$ cat src/rtl/ddr3_app_arbiter_if.sv
// ddr3_app_arbiter_if: app_* bus shared by two adapter ports, the arbiter and the MIG
interface ddr3_app_arbiter_if #(parameter int ADDR_W = 28, parameter int DATA_W = 128);
  logic init_calib_complete;
  logic [1:0] req, gnt, p_app_en, p_app_wdf_wren, p_app_wdf_end;
  logic [1:0] p_app_rdy, p_app_wdf_rdy, p_rd_data_valid;
  logic [1:0][2:0] p_app_cmd;
  logic [1:0][ADDR_W-1:0] p_app_addr;
  logic [1:0][DATA_W-1:0] p_app_wdf_data;
  logic [DATA_W-1:0] p_rd_data;
  logic app_en, app_wdf_wren, app_wdf_end, app_rdy, app_wdf_rdy, app_rd_data_valid;
  logic [2:0] app_cmd;
  logic [ADDR_W-1:0] app_addr;
  logic [DATA_W-1:0] app_wdf_data, app_rd_data;
  modport slave (
    input init_calib_complete, req, p_app_en, p_app_cmd, p_app_addr, p_app_wdf_wren,
          p_app_wdf_end, p_app_wdf_data, app_rdy, app_wdf_rdy, app_rd_data_valid, app_rd_data,
    output gnt, p_app_rdy, p_app_wdf_rdy, p_rd_data_valid, p_rd_data,
           app_en, app_cmd, app_addr, app_wdf_wren, app_wdf_end, app_wdf_data
  );
  modport master (
    output init_calib_complete, req, p_app_en, p_app_cmd, p_app_addr, p_app_wdf_wren,
           p_app_wdf_end, p_app_wdf_data, app_rdy, app_wdf_rdy, app_rd_data_valid, app_rd_data,
    input gnt, p_app_rdy, p_app_wdf_rdy, p_rd_data_valid, p_rd_data,
          app_en, app_cmd, app_addr, app_wdf_wren, app_wdf_end, app_wdf_data
  );
endinterface

$ cat src/rtl/ddr3_app_arbiter.sv
// ddr3_app_arbiter: round-robin burst arbiter for one MIG app port, with read-tag return steering
module ddr3_app_arbiter #(
  parameter int ADDR_W    = 28,
  parameter int DATA_W    = 128,
  parameter int TAG_DEPTH = 64
) (
  input  logic ui_clk,
  input  logic rst_n,
  ddr3_app_arbiter_if.slave bus,
  output logic [$clog2(TAG_DEPTH):0] rd_outstanding,
  output logic tag_err
);
  localparam int PW = $clog2(TAG_DEPTH);
  typedef enum logic [1:0] {IDLE, GNT0, GNT1} state_t;
  state_t state, state_nx;
  logic last, last_nx, g, act, rd_block, push, pop, head;
  logic [TAG_DEPTH-1:0] tags;
  logic [PW-1:0] wr_ptr, rd_ptr;
  logic [PW:0] count;
  always_ff @(posedge ui_clk or negedge rst_n)
    if (!rst_n) begin
      state <= IDLE;
      last  <= 1'b1;
    end else begin
      state <= state_nx;
      last  <= last_nx;
    end
  // A finished grant hands straight to a waiting port only while calibration is still good
  always_comb begin
    state_nx = state;
    last_nx  = last;
    case (state)
      IDLE: if (bus.init_calib_complete)
        state_nx = &bus.req ? (last ? GNT0 : GNT1) : bus.req[0] ? GNT0 : bus.req[1] ? GNT1 : IDLE;
      GNT0: if (!bus.req[0]) begin
        last_nx  = 1'b0;
        state_nx = bus.req[1] && bus.init_calib_complete ? GNT1 : IDLE;
      end
      GNT1: if (!bus.req[1]) begin
        last_nx  = 1'b1;
        state_nx = bus.req[0] && bus.init_calib_complete ? GNT0 : IDLE;
      end
      default: state_nx = IDLE;
    endcase
  end
  // A read may enter a full tag FIFO in the same cycle a beat returns and frees a slot
  always_comb begin
    act                 = state != IDLE;
    g                   = state == GNT1;
    bus.gnt             = {state == GNT1, state == GNT0};
    rd_block            = count == (PW+1)'(TAG_DEPTH) && act && bus.p_app_cmd[g] == 3'd1 && !bus.app_rd_data_valid;
    bus.app_en          = act && bus.p_app_en[g] && !rd_block;
    bus.app_wdf_wren    = act && bus.p_app_wdf_wren[g] && !rd_block;
    bus.app_wdf_end     = act && bus.p_app_wdf_end[g];
    bus.app_cmd         = act ? bus.p_app_cmd[g] : 3'd0;
    bus.app_addr        = act ? bus.p_app_addr[g] : '0;
    bus.app_wdf_data    = act ? bus.p_app_wdf_data[g] : '0;
    bus.p_app_rdy       = bus.gnt & {2{bus.app_rdy && !rd_block}};
    bus.p_app_wdf_rdy   = bus.gnt & {2{bus.app_wdf_rdy && !rd_block}};
    bus.p_rd_data       = bus.app_rd_data;
    bus.p_rd_data_valid = pop ? {head, !head} : 2'b00;
  end
  assign push = bus.app_en && bus.app_rdy && bus.app_cmd == 3'd1;
  assign pop  = bus.app_rd_data_valid && count != '0;
  assign head = tags[rd_ptr];
  assign rd_outstanding = count;
  always_ff @(posedge ui_clk or negedge rst_n)
    if (!rst_n) begin
      wr_ptr  <= '0;
      rd_ptr  <= '0;
      count   <= '0;
      tag_err <= 1'b0;
    end else begin
      wr_ptr  <= wr_ptr + PW'(push);
      rd_ptr  <= rd_ptr + PW'(pop);
      count   <= count + (PW+1)'(push) - (PW+1)'(pop);
      tag_err <= tag_err || (bus.app_rd_data_valid && count == '0);
    end
  always_ff @(posedge ui_clk)
    if (push) tags[wr_ptr] <= g;
endmodule
$ cat src/flat_wrapper.sv
// flat-port wrapper written by rule: the top's interface ports become plain ports
module ddr3_app_arbiter_flat 
#(
  parameter int ADDR_W    = 28,
  parameter int DATA_W    = 128,
  parameter int TAG_DEPTH = 64
)
  (ui_clk, rst_n, rd_outstanding, tag_err, bus_init_calib_complete, bus_req, bus_p_app_en, bus_p_app_cmd, bus_p_app_addr, bus_p_app_wdf_wren, bus_p_app_wdf_end, bus_p_app_wdf_data, bus_app_rdy, bus_app_wdf_rdy, bus_app_rd_data_valid, bus_app_rd_data, bus_gnt, bus_p_app_rdy, bus_p_app_wdf_rdy, bus_p_rd_data_valid, bus_p_rd_data, bus_app_en, bus_app_cmd, bus_app_addr, bus_app_wdf_wren, bus_app_wdf_end, bus_app_wdf_data);
  ddr3_app_arbiter_if #(.ADDR_W(ADDR_W), .DATA_W(DATA_W)) bus_i ();
  input  logic ui_clk;
  input  logic rst_n;
  output logic [$clog2(TAG_DEPTH):0] rd_outstanding;
  output logic tag_err;
  input wire logic [$bits(bus_i.init_calib_complete)-1:0] bus_init_calib_complete;
  input wire logic [$bits(bus_i.req)-1:0] bus_req;
  input wire logic [$bits(bus_i.p_app_en)-1:0] bus_p_app_en;
  input wire logic [$bits(bus_i.p_app_cmd)-1:0] bus_p_app_cmd;
  input wire logic [$bits(bus_i.p_app_addr)-1:0] bus_p_app_addr;
  input wire logic [$bits(bus_i.p_app_wdf_wren)-1:0] bus_p_app_wdf_wren;
  input wire logic [$bits(bus_i.p_app_wdf_end)-1:0] bus_p_app_wdf_end;
  input wire logic [$bits(bus_i.p_app_wdf_data)-1:0] bus_p_app_wdf_data;
  input wire logic [$bits(bus_i.app_rdy)-1:0] bus_app_rdy;
  input wire logic [$bits(bus_i.app_wdf_rdy)-1:0] bus_app_wdf_rdy;
  input wire logic [$bits(bus_i.app_rd_data_valid)-1:0] bus_app_rd_data_valid;
  input wire logic [$bits(bus_i.app_rd_data)-1:0] bus_app_rd_data;
  output wire logic [$bits(bus_i.gnt)-1:0] bus_gnt;
  output wire logic [$bits(bus_i.p_app_rdy)-1:0] bus_p_app_rdy;
  output wire logic [$bits(bus_i.p_app_wdf_rdy)-1:0] bus_p_app_wdf_rdy;
  output wire logic [$bits(bus_i.p_rd_data_valid)-1:0] bus_p_rd_data_valid;
  output wire logic [$bits(bus_i.p_rd_data)-1:0] bus_p_rd_data;
  output wire logic [$bits(bus_i.app_en)-1:0] bus_app_en;
  output wire logic [$bits(bus_i.app_cmd)-1:0] bus_app_cmd;
  output wire logic [$bits(bus_i.app_addr)-1:0] bus_app_addr;
  output wire logic [$bits(bus_i.app_wdf_wren)-1:0] bus_app_wdf_wren;
  output wire logic [$bits(bus_i.app_wdf_end)-1:0] bus_app_wdf_end;
  output wire logic [$bits(bus_i.app_wdf_data)-1:0] bus_app_wdf_data;
  assign bus_i.init_calib_complete = bus_init_calib_complete;
  assign bus_i.req = bus_req;
  assign bus_i.p_app_en = bus_p_app_en;
  assign bus_i.p_app_cmd = bus_p_app_cmd;
  assign bus_i.p_app_addr = bus_p_app_addr;
  assign bus_i.p_app_wdf_wren = bus_p_app_wdf_wren;
  assign bus_i.p_app_wdf_end = bus_p_app_wdf_end;
  assign bus_i.p_app_wdf_data = bus_p_app_wdf_data;
  assign bus_i.app_rdy = bus_app_rdy;
  assign bus_i.app_wdf_rdy = bus_app_wdf_rdy;
  assign bus_i.app_rd_data_valid = bus_app_rd_data_valid;
  assign bus_i.app_rd_data = bus_app_rd_data;
  assign bus_gnt = bus_i.gnt;
  assign bus_p_app_rdy = bus_i.p_app_rdy;
  assign bus_p_app_wdf_rdy = bus_i.p_app_wdf_rdy;
  assign bus_p_rd_data_valid = bus_i.p_rd_data_valid;
  assign bus_p_rd_data = bus_i.p_rd_data;
  assign bus_app_en = bus_i.app_en;
  assign bus_app_cmd = bus_i.app_cmd;
  assign bus_app_addr = bus_i.app_addr;
  assign bus_app_wdf_wren = bus_i.app_wdf_wren;
  assign bus_app_wdf_end = bus_i.app_wdf_end;
  assign bus_app_wdf_data = bus_i.app_wdf_data;
  ddr3_app_arbiter #(.ADDR_W(ADDR_W), .DATA_W(DATA_W), .TAG_DEPTH(TAG_DEPTH)) u_core (.ui_clk(ui_clk), .rst_n(rst_n), .bus(bus_i), .rd_outstanding(rd_outstanding), .tag_err(tag_err));
endmodule
$ cat config.mk
export PLATFORM = sky130hd
export DESIGN_NAME = ddr3_app_arbiter_flat
export DESIGN_NICKNAME = d
export VERILOG_FILES = /design/src/rtl/ddr3_app_arbiter_if.sv /design/src/rtl/ddr3_app_arbiter.sv /design/src/flat_wrapper.sv
export SDC_FILE = /design/constraint.sdc
export NUM_CORES = 1
export LEC_CHECK = 0
export BUFFER_PORTS_ARGS = -buffer_cell sky130_fd_sc_hd__buf_2
export CORE_AREA = 5 5 293 295
export DETAILED_ROUTE_END_ITERATION = 8
export DIE_AREA = 0 0 298 300
export SLEW_MARGIN = 30
export SYNTH_ARGS = -nofsm -noshare
export SYNTH_HDL_FRONTEND = slang
export SYNTH_SLANG_ARGS = --single-unit
export TNS_END_PERCENT = 100
$ cat constraint.sdc
create_clock -name ui_clk -period 4.1 [get_ports ui_clk]
set_input_delay 0.82 -clock ui_clk [delete_from_list [all_inputs] [get_ports ui_clk]]
set_output_delay 0.82 -clock ui_clk [all_outputs]
set_load 0.02 [all_outputs]
==> out/metrics.csv, run 1 <==
stage,metric,value,unit
run_status,outcome,"complete, no violations",
die,rows,106,
final_layout,fin_nets,1756,
timing,hold_violations,0,
timing,period_share,87.4,%
grt,grt_pass1_wl,71100,µm
min_path,hold_class,in -> async,
synthesis,netlist_instances,959,
worst_setup_path,critPathCaptureType,primary output,
synthesis,synth_xor_xnor_area_share,1.68,%
worst_setup_path,crit_type,reg -> out,
synthesis,synth_compound_area_share,15.4,%
synthesis,synthMuxAreaShare,5.01,%
timing,rsz0062_at_grt,false,
final_layout,seq_area,2510,µm²
clock_network,cts_made_buffers,9,
synthesis,syn-cell-area,7290,µm²
worst_setup_path,r2r_slack,0.85,ns
synthesis,avgSynthCellArea,7.60,µm²
worst_setup_path,cpPeakStageDelay,0.92,ns
pwr,p_leak,4.48,nW
worst_setup_path,critical-path-slowest-cell,dfrtp_1,
grt,track_usage,11.8,%
grt,grt_overflow,0,
final_layout,layout-drive-gt1-share,43.3,%
die,chipWidth,298,µm
die,start_util,8.79,%
timing,clock_skew,0.00843,ns
grt,grt_pass1_vias,7952,
detailed_routing,drt_iter0_markers,582,
synthesis,synth_edf_count,64,
clock_network,clk_pin_slew,0.06,ns
synthesis,synth.top_cell.area_share,26.4,%
worst_setup_path,worstPathCellList,"mux4_2, mux2i_1, o2111ai_1, o211a_1, nor3_1, buf_2",
clock_network,clkSinkCount,87,
timing,maxSlewHeadroom,41.2,%
placed_design,finalWeightedCongestion,0.858,
synthesis,yosys_warnings,0,
clock_network,htreeDepth,3,
synthesis,ys_types,49,
synthesis,synthSimpleGateAreaFrac,23.3,%
clock_network,post_cts_buffers,0,
worst_setup_path,r2r_end,u_core.rd_outstanding[6],
job,drv_cap,0,
detailed_routing,drt-total-wl,56400,µm
timing,worst_slew_pin_slew,0.882,ns
clock_network,cts_tree,done,
placed_design,post_dp_cell_area,10000,µm²
die,fp.dieArea,89400,µm²
synthesis,ys_ff_latch,87,
final_layout,area_delta_synth_final,42.0,%
die,core,82900,µm²
grt,antenna_found_initial,90,
pwr,ir_drop,0.227,mV
timing,period_needed,3.58,ns
synthesis,synth_most_common_cell,nand2_1,
final_layout,fillers,9660,
timing,setup_tns,0,ns
timing,fmax,0.279,GHz
synthesis,ys_seq_area_share,34.3,%
worst_setup_path,start_kind,flip-flop,
worst_setup_path,crit_arrival,2.76,ns
synthesis,yosysTopAreaCell,edfxtp_1,
final_layout,final_cell_area,10400,µm²
detailed_routing,drc,0,
clock_network,insertion_delay,0.34,ns
synthesis,ys.flop_type,edfxtp_1,
final_layout,multi_input_area,3500,µm²
timing,setup_violations,0,
grt,grt_max_degree,158,
synthesis,synth_common_cells,"295 x nand2_1, 144 x o21ai_0, 129 x buf_4",
timing,drv_slew,0,
synthesis,synth_top_family_by_area,simple AND/OR/NAND/NOR gates,
synthesis,async_flop_share,26.4,%
worst_setup_path,cp_max_fo,22,
detailed_routing,first_pass_iters,7,
die,io_pins,766,
synthesis,synthTopCellsByArea,"edfxtp_1 26%, nand2_1 15%, buf_4 13%, o21ai_0 9.9%, dfrtp_1 7.6%",
clock_network,cts-root-buf,clkbuf_16,
worst_setup_path,timing.rr.start,u_core.state[0],
worst_setup_path,reg2reg_depth,10,
synthesis,yosys.area_share.adder,2.51,%
synthesis,mappedNetlistNets,1433,
clock_network,cts_resized,0,
clock_network,cts-hold-fix-buffers,0,
placed_design,port_buffers,509,
detailed_routing,drt.antenna.violating_nets,0,
placed_design,place_hpwl,49500,µm
pwr,power_density,403,nW/µm²
detailed_routing,vias_per_cell,3.47,
detailed_routing,vias,8245,
detailed_routing,wl_per_cell,23.7,µm
die,die_y,300,µm
clock_network,cts_max_path_buffers,2,
worst_setup_path,cp.required,3.28,ns
==> worst max-delay path by stage <==
stage / startpoint / endpoint / slack, ns / cells after the start
2_1_floorplan: u_core.state[0] / bus_app_addr[16] / 0.95 / 5
3_3_place_gp: bus_p_app_cmd[5] / u_core.rd_outstanding[6] / 0.70 / 11
3_5_place_dp: bus_p_app_cmd[5] / u_core.rd_outstanding[6] / 0.68 / 11
4_1_cts: u_core.rd_ptr[0] / bus_p_rd_data_valid[0] / 0.47 / 6
5_1_grt: u_core.rd_ptr[0] / bus_p_rd_data_valid[0] / 0.31 / 6
6_report: u_core.rd_ptr[0] / bus_p_rd_data_valid[0] / 0.52 / 6
==> layer usage <==
metal  part of all wire [%]  GRT usage, %  vias to the layer above
met5                   0.49          2.16                        -
met1                     32          11.3                     3648
met2                     47          20.4                      674
met4                    2.9          2.13                       10
met3                     17          8.88                      170
li1                       -             -                     3743
==> area by class of cell <==
cell class | count | share of cell area [%]
multi-input combinational | 656 | 33.8
clock buffer | 9 | 2.18
timing repair buffer | 514 | 25.3
antenna | 8 | 0.193
sequential | 87 | 24.2
clock inverter | 7 | 0.773
tap | 1080 | 13.1
inverter | 14 | 0.508
==> cells by family (layout without fill, tap and decap cells) <==
kind of cell / after synthesis / count (layout)
muxes: 23 / 23
other: 0 / 8
and+or+nand+nor: 411 / 411
AOI/OAI and AO/OA: 194 / 194
buffers and inverters: 216 / 544
DFF: 87 / 87
xor gates and xnor gates: 14 / 14
adders and majority gates: 14 / 14
==> power breakdown <==
group / internal [mW] / leakage (nW) / switching [mW] / total [mW]
combinational: 0.796 / 3.47 / 1.25 / 2.05
clock: 0.479 / 0.143 / 0.348 / 0.827
sequential: 1.06 / 0.869 / 0.238 / 1.29
==> registers in the layout, summed over array words and instances, names as in the netlist <==
register and cells:
u_core.tag_err 1, u_core.rd_outstanding 7, u_core.rd_ptr 6, u_core.wr_ptr 6
u_core.tags 64, u_core.state 2, u_core.last 1
==> cell usage in the layout (no fill, tap or decap), types with 4 or more instances in the layout <==
master,n
a21oi_1,9
a22o_1,16
and3_1,6
buf_2,509
clkbuf_16,9
dfrtp_1,20
diode_2,8
edfxtp_1,64
ha_1,13
inv_1,13
mux2_2,8
mux2i_1,5
mux4_2,10
nand2_1,295
nand3_1,6
nand3b_1,7
nand4bb_1,4
nor2_1,72
o21ai_0,144
xnor2_1,5
xor2_1,9
==> worst max-delay path, delay by kind of cell, from the launching register on <==
kind                   cells  cell delay [ns]
DFF                        1             0.92
and+or+nand+nor            1             0.15
AOI/OAI and AO/OA          2             0.33
muxes                      2             0.82
buffers and inverters      1             0.20
==> per-stage QoR <==
step	instances	util [%]	hold WS (ns)	total power [mW]	worst slack [ns]
after detailed placement	2351	12.1	0.444	3.39	0.680
final	2375	12.5	0.457	4.17	0.515
after floorplan	959	-	0.464	2.73	0.951
after CTS	2367	12.5	0.458	4.23	0.473
after global placement	2351	12.1	0.434	3.37	0.698
after global routing	2370	12.5	0.472	4.48	0.314
Note: power is estimated with default switching activity, not from simulation.
==> run 2, diff against run 1 <==
--- a/config.mk
+++ b/config.mk
@@ -6,9 +6,10 @@
 export NUM_CORES = 1
 export LEC_CHECK = 0
 export BUFFER_PORTS_ARGS = -buffer_cell sky130_fd_sc_hd__buf_2
-export CORE_AREA = 5 5 293 295
+export CORE_AREA = 5 5 298 300
+export CTS_BUF_LIST = sky130_fd_sc_hd__clkbuf_2 sky130_fd_sc_hd__clkbuf_4 sky130_fd_sc_hd__clkbuf_8
 export DETAILED_ROUTE_END_ITERATION = 8
-export DIE_AREA = 0 0 298 300
+export DIE_AREA = 0 0 303 305
 export SLEW_MARGIN = 30
 export SYNTH_ARGS = -nofsm -noshare
 export SYNTH_HDL_FRONTEND = slang
==> out/metrics.csv, run 2 (same netlist as run 1, synthesis figures left out) <==
stage,metric,value,unit,change
detailed_routing,vias,8275,,+0.36%
detailed_routing,vias_per_cell,3.38,,-2.7%
worst_setup_path,cp_top_family,flip-flops,,
worst_setup_path,cp_max_fo,18,,-18%
placed_design,place_hpwl,49700,µm,+0.36%
worst_setup_path,start_kind,flip-flop,,
worst_setup_path,cp_num_buf_inv,1,,unchanged
final_layout,most-common-layout-cells,"509 x buf_2, 295 x nand2_1, 144 x o21ai_0",,
final_layout,layout-drive-gt1-share,43.5,%,+0.26 points
grt,grt_pass1_vias,7938,,-0.18%
die,chipWidth,303,µm,+1.7%
clock_network,cts_resized,0,,unchanged
pwr,ir_drop,0.291,mV,+28%
timing,fmax,0.286,GHz,+2.6%
detailed_routing,drt_iter0_markers,617,,+6.0%
worst_setup_path,cp.required,3.28,ns,about the same
clock_network,clkSinkCount,87,,unchanged
timing,hold_violations,0,,unchanged
timing,hold_slack,0.439,ns,-0.0186 ns
die,die_y,305,µm,+1.7%
min_path,hold_class,in -> async,,
grt,grt_overflow,0,,unchanged
placed_design,port_buffers,509,,unchanged
grt,grt.busiest_layer,met2,,
grt,grt_util_met2,19.1,%,-1.3 points
worst_setup_path,timing.rr.start,u_core.state[0],,
worst_setup_path,crit_type,reg -> out,,
timing,period_share,85.2,%,-2.2 points
timing,worst_slew_pin_slew,0.829,ns,-0.0529 ns
job,drv_cap,0,,unchanged
die,fp.dieArea,92400,µm²,+3.4%
pwr,p_leak,4.49,nW,+0.32%
detailed_routing,drt-total-wl,56600,µm,+0.28%
grt,gr-usage-met1,12.8,%,+1.5 points
timing,period_needed,3.49,ns,-0.0922 ns
final_layout,fillers,10076,,+4.3%
die,rows,108,,+1.9%
final_layout,multi_input_area,3500,µm²,unchanged
clock_network,insertion_delay,0.37,ns,+0.03 ns
final_layout,largest_register_ff_count,64,,unchanged
placed_design,finalWeightedCongestion,0.892,,+3.9%
timing,drv_slew,0,,unchanged
die,start_util,8.48,%,-0.31 points
worst_setup_path,critical-path-slowest-cell,dfrtp_1,,
die,io_pins,766,,unchanged
worst_setup_path,critPathCaptureType,primary output,,
detailed_routing,drt.antenna.violating_nets,0,,unchanged
pwr,p_total,4.18,mW,+0.23%
final_layout,final_cell_area,10400,µm²,+0.79%
placed_design,post_dp_cell_area,10100,µm²,+1.2%
detailed_routing,wl_per_cell,23.1,µm,-2.8%
final_layout,area_delta_synth_final,43.2,%,
worst_setup_path,crit_path_start,u_core.rd_ptr[1],,
timing,maxSlewHeadroom,44.7,%,+3.5 points
worst_setup_path,crit_arrival,2.67,ns,-0.09 ns
pwr,power_density,400,nW/µm²,-0.55%
clock_network,cts_max_path_buffers,2,,unchanged
final_layout,final_common_cell,buf_2,,
grt,grt_pass1_wl,71800,µm,+0.93%
clock_network,htreeDepth,3,,unchanged
grt,grt_max_degree,269,,+70%
worst_setup_path,cpPeakStageDelay,0.85,ns,-0.07 ns
timing,rsz0062_at_grt,false,,
detailed_routing,first_pass_iters,5,,-2
final_layout,fin_nets,1762,,+0.34%
worst_setup_path,crit_top_cell,nor3_1,,
detailed_routing,drc,0,,unchanged
worst_setup_path,worstPathCellList,"mux4_2, and3_1, nor3_1, a311oi_1, nor3_1, buf_2",,
grt,use_met3,7.54,%,-1.3 points
run_status,outcome,"complete, no violations",,
timing,clock_skew,0.0156,ns,+0.00712 ns
clock_network,cts-root-buf,clkbuf_8,,
clock_network,cts_made_buffers,9,,unchanged
clock_network,post_cts_buffers,0,,unchanged
final_layout,regMostFlops,u_core.tags,,
clock_network,cts_tree,done,,
timing,setup_tns,0,ns,unchanged
grt,antenna_found_initial,69,,-23%
clock_network,cts-hold-fix-buffers,0,,unchanged
timing,setup_violations,0,,unchanged
final_layout,seq_area,2510,µm²,unchanged
clock_network,clk_pin_slew,0.09,ns,+0.03 ns
grt,track_usage,11.6,%,-0.21 points
die,core,85900,µm²,+3.7%
==> run 2: cell type report <==
type                    count  share of cell area [%]
inverters                  14                   0.504
multi-input cells         656                    33.5
flip-flops and latches     87                    24.0
well taps                1155                    13.8
diodes                      3                  0.0719
clock buffers              10                    1.32
repair buffers            520                    25.6
clock inverters             6                    1.10
==> run 2: path summary, 6_finish.rpt <==
path | slack, ns | cells past startpoint | endpoint
min in group ui_clk | 0.47 | 1 | u_core.tag_err
hold / removal | 0.44 | 1 | u_core.tag_err
setup reg to reg | 0.98 | 10 | u_core.rd_outstanding[6]
setup / recovery | 0.61 | 6 | bus_p_rd_data_valid[0]
hold reg to reg | 0.47 | 1 | u_core.tag_err
max in group asynchronous | 3.24 | 1 | u_core.state[1]
==> run 2: report_power, final <==
part | switching (mW) | internal [mW] | total [mW]
Combinational | 1.36 | 0.813 | 2.18
Clock | 0.314 | 0.425 | 0.738
Sequential | 0.207 | 1.06 | 1.26
==> run 2: routing by layer <==
layer	vias up	wire length, µm	share of wire, %
met1	3726	20500	36
li1	3749	-	-
met5	-	131	0.23
met2	652	25800	46
met4	6	1350	2.4
met3	142	8820	16
==> run 2: through the flow <==
step	setup slack [ns]	util [%]	instances
6_report	0.608	12.1	2451
4_1_cts	0.559	12.1	2447
3_3_place_gp	0.788	11.8	2431
5_1_grt	0.321	12.1	2450
2_1_floorplan	0.951	-	959
3_5_place_dp	0.762	11.8	2431
==> run 3, diff against run 2 <==
--- a/config.mk
+++ b/config.mk
@@ -10,6 +10,7 @@
 export CTS_BUF_LIST = sky130_fd_sc_hd__clkbuf_2 sky130_fd_sc_hd__clkbuf_4 sky130_fd_sc_hd__clkbuf_8
 export DETAILED_ROUTE_END_ITERATION = 8
 export DIE_AREA = 0 0 303 305
+export REMOVE_ABC_BUFFERS = 1
 export SLEW_MARGIN = 30
 export SYNTH_ARGS = -nofsm -noshare
 export SYNTH_HDL_FRONTEND = slang
==> out/metrics.csv, run 3 (same netlist as run 1, synthesis figures left out) <==
stage,metric,value,unit,change
detailed_routing,drt.antenna.violating_nets,0,,unchanged
clock_network,insertion_delay,0.37,ns,about the same
die,chipWidth,303,µm,unchanged
die,rows,108,,unchanged
final_layout,final_common_cell,buf_2,,
grt,track_usage,16.4,%,+4.8 points
worst_setup_path,crit_type,reg -> out,,
pwr,p_total,4.14,mW,-0.91%
clock_network,post_cts_buffers,0,,unchanged
placed_design,dpl_worst_slack,0.604,ns,-0.158 ns
detailed_routing,drc,0,,unchanged
run_status,outcome,"complete, no violations",,
worst_setup_path,crit_arrival,2.85,ns,+0.18 ns
clock_network,clk_pin_slew,0.10,ns,about the same
grt,gr-usage-met1,20.3,%,+7.5 points
placed_design,finalWeightedCongestion,0.873,,-2.1%
placed_design,port_buffers,509,,unchanged
timing,setup_violations,0,,unchanged
worst_setup_path,r2r_end,u_core.rd_outstanding[6],,
timing,clock_skew,0.0170,ns,+0.00148 ns
placed_design,place_inst,2430,,-0.041%
worst_setup_path,r2r_slack,0.84,ns,-0.14 ns
clock_network,cts_made_buffers,9,,unchanged
timing,fin_ws,0.432,ns,-0.175 ns
die,start_util,8.48,%,unchanged
timing,period_share,89.5,%,+4.3 points
final_layout,regMostFlops,u_core.tags,,
timing,rsz0062_at_grt,false,,
placed_design,place_hpwl,68300,µm,+37%
final_layout,layout-drive-gt1-share,43.5,%,-0.087 points
grt,use_met3,16.7,%,+9.2 points
worst_setup_path,timing.rr.start,u_core.state[0],,
detailed_routing,wl_per_cell,32.5,µm,+41%
clock_network,cts-hold-fix-buffers,0,,unchanged
grt,grt_max_degree,184,,-32%
worst_setup_path,cp.required,3.28,ns,about the same
worst_setup_path,critical-path-slowest-cell,dfrtp_1,,
worst_setup_path,reg2reg_depth,10,,unchanged
die,core,85900,µm²,unchanged
grt,grt_overflow,0,,unchanged
final_layout,final_cell_area,10400,µm²,-0.32%
clock_network,cts_resized,0,,unchanged
timing,maxSlewHeadroom,38.3,%,-6.4 points
final_layout,area_delta_synth_final,42.7,%,
worst_setup_path,cpPeakStageDelay,0.89,ns,+0.04 ns
timing,hold_violations,0,,unchanged
timing,period_needed,3.67,ns,+0.175 ns
die,fp.dieArea,92400,µm²,unchanged
job,drv_cap,0,,unchanged
placed_design,post_dp_cell_area,10200,µm²,+0.17%
worst_setup_path,cp_max_fo,18,,unchanged
grt,grt.busiest_layer,met1,,
clock_network,clkSinkCount,87,,unchanged
detailed_routing,vias,8692,,+5.0%
timing,worst_slew_pin_slew,0.925,ns,+0.0961 ns
final_layout,largest_register_ff_count,64,,unchanged
grt,grt_pass1_vias,7928,,-0.13%
timing,drv_slew,0,,unchanged
pwr,p_leak,4.46,nW,-0.71%
final_layout,fin_cells,2461,,+0.41%
worst_setup_path,critPathCaptureType,primary output,,
detailed_routing,vias_per_cell,3.53,,+4.6%
clock_network,cts_tree,done,,
pwr,power_density,398,nW/µm²,-0.59%
clock_network,cts-root-buf,clkbuf_8,,
clock_network,cts_max_path_buffers,2,,unchanged
final_layout,fillers,10073,,-0.030%
clock_network,htreeDepth,3,,unchanged
final_layout,fin_nets,1760,,-0.11%
detailed_routing,drt_iter0_markers,966,,+57%
grt,grt_pass1_wl,95100,µm,+32%
die,io_pins,766,,unchanged
worst_setup_path,start_kind,flip-flop,,
die,die_y,305,µm,unchanged
grt,antenna_found_initial,45,,-35%
min_path,hold_class,in -> async,,
grt,grt_util_met2,19.3,%,+0.17 points
detailed_routing,first_pass_iters,5,,unchanged
final_layout,multi_input_area,3500,µm²,unchanged
detailed_routing,drt-total-wl,80000,µm,+41%
final_layout,most-common-layout-cells,"509 x buf_2, 295 x nand2_1, 144 x o21ai_0",,
timing,fmax,0.273,GHz,-4.8%
final_layout,seq_area,2510,µm²,unchanged
worst_setup_path,worstPathCellList,"mux4_2, o22ai_1, o211a_1, a311oi_1, o21a_1, buf_2",,
pwr,ir_drop,0.239,mV,-18%
## run 3: cell count changes in the layout (fill, tap and decap cells not counted), sizes merged
cell / change
diode: +12
inv: +1
clkinv: +1
bufinv: -2
buf: -2
## run 3: critical path, delay by kind of cell (launching register included)
family,cells,cell delay (ns)
AO/OA/AOI/OAI,4,1.05
buffers and inverters,1,0.17
multiplexers,1,0.36
flip-flops,1,0.89
## run 3: stage by stage
step	TNS, ns	hold slack, ns	util [%]
global route	0	0.476	12.1
floorplan	-698.14	0.464	-
CTS	0	0.448	12.1
global placement	0	0.436	11.8
finish	0	0.436	12.1
detailed placement	0	0.454	11.8
## run 3: cell type report
class	count	area share (%)
flip-flops and latches	87	24.1
inverters	14	0.505
clock inverters	6	0.650
well taps	1155	13.9
multi-input cells	656	33.6
diodes	15	0.361
repair buffers	518	25.6
clock buffers	10	1.26
## run 3: worst max-delay path by stage
| stage | end | slack (ns) | start | depth (start not counted) |
|---|---|---|---|---|
| floorplan | u_core.rd_outstanding[6] | -2.73 | u_core.state[0] | 10 |
| global route | bus_p_rd_data_valid[0] | 0.25 | u_core.rd_ptr[1] | 6 |
| finish | bus_p_rd_data_valid[1] | 0.43 | u_core.rd_ptr[1] | 6 |
| global placement | u_core.rd_outstanding[6] | 0.69 | bus_p_app_cmd[5] | 11 |
| CTS | bus_p_rd_data_valid[1] | 0.44 | u_core.rd_ptr[1] | 6 |
| detailed placement | u_core.rd_outstanding[6] | 0.60 | bus_p_app_cmd[5] | 11 |
## run 3: power by group
group          switching, mW  internal (mW)  leakage, nW
Clock                  0.330          0.293        0.102
Sequential             0.242           1.05        0.869
Combinational           1.41          0.806         3.49
Total                   1.99           2.15         4.46
## run 3: routing by layer
layer	wire length (µm)	up-vias
li1	-	3752
met1	32600	3901
met2	26600	919
met3	18400	80
met4	840	40
met5	1430	-
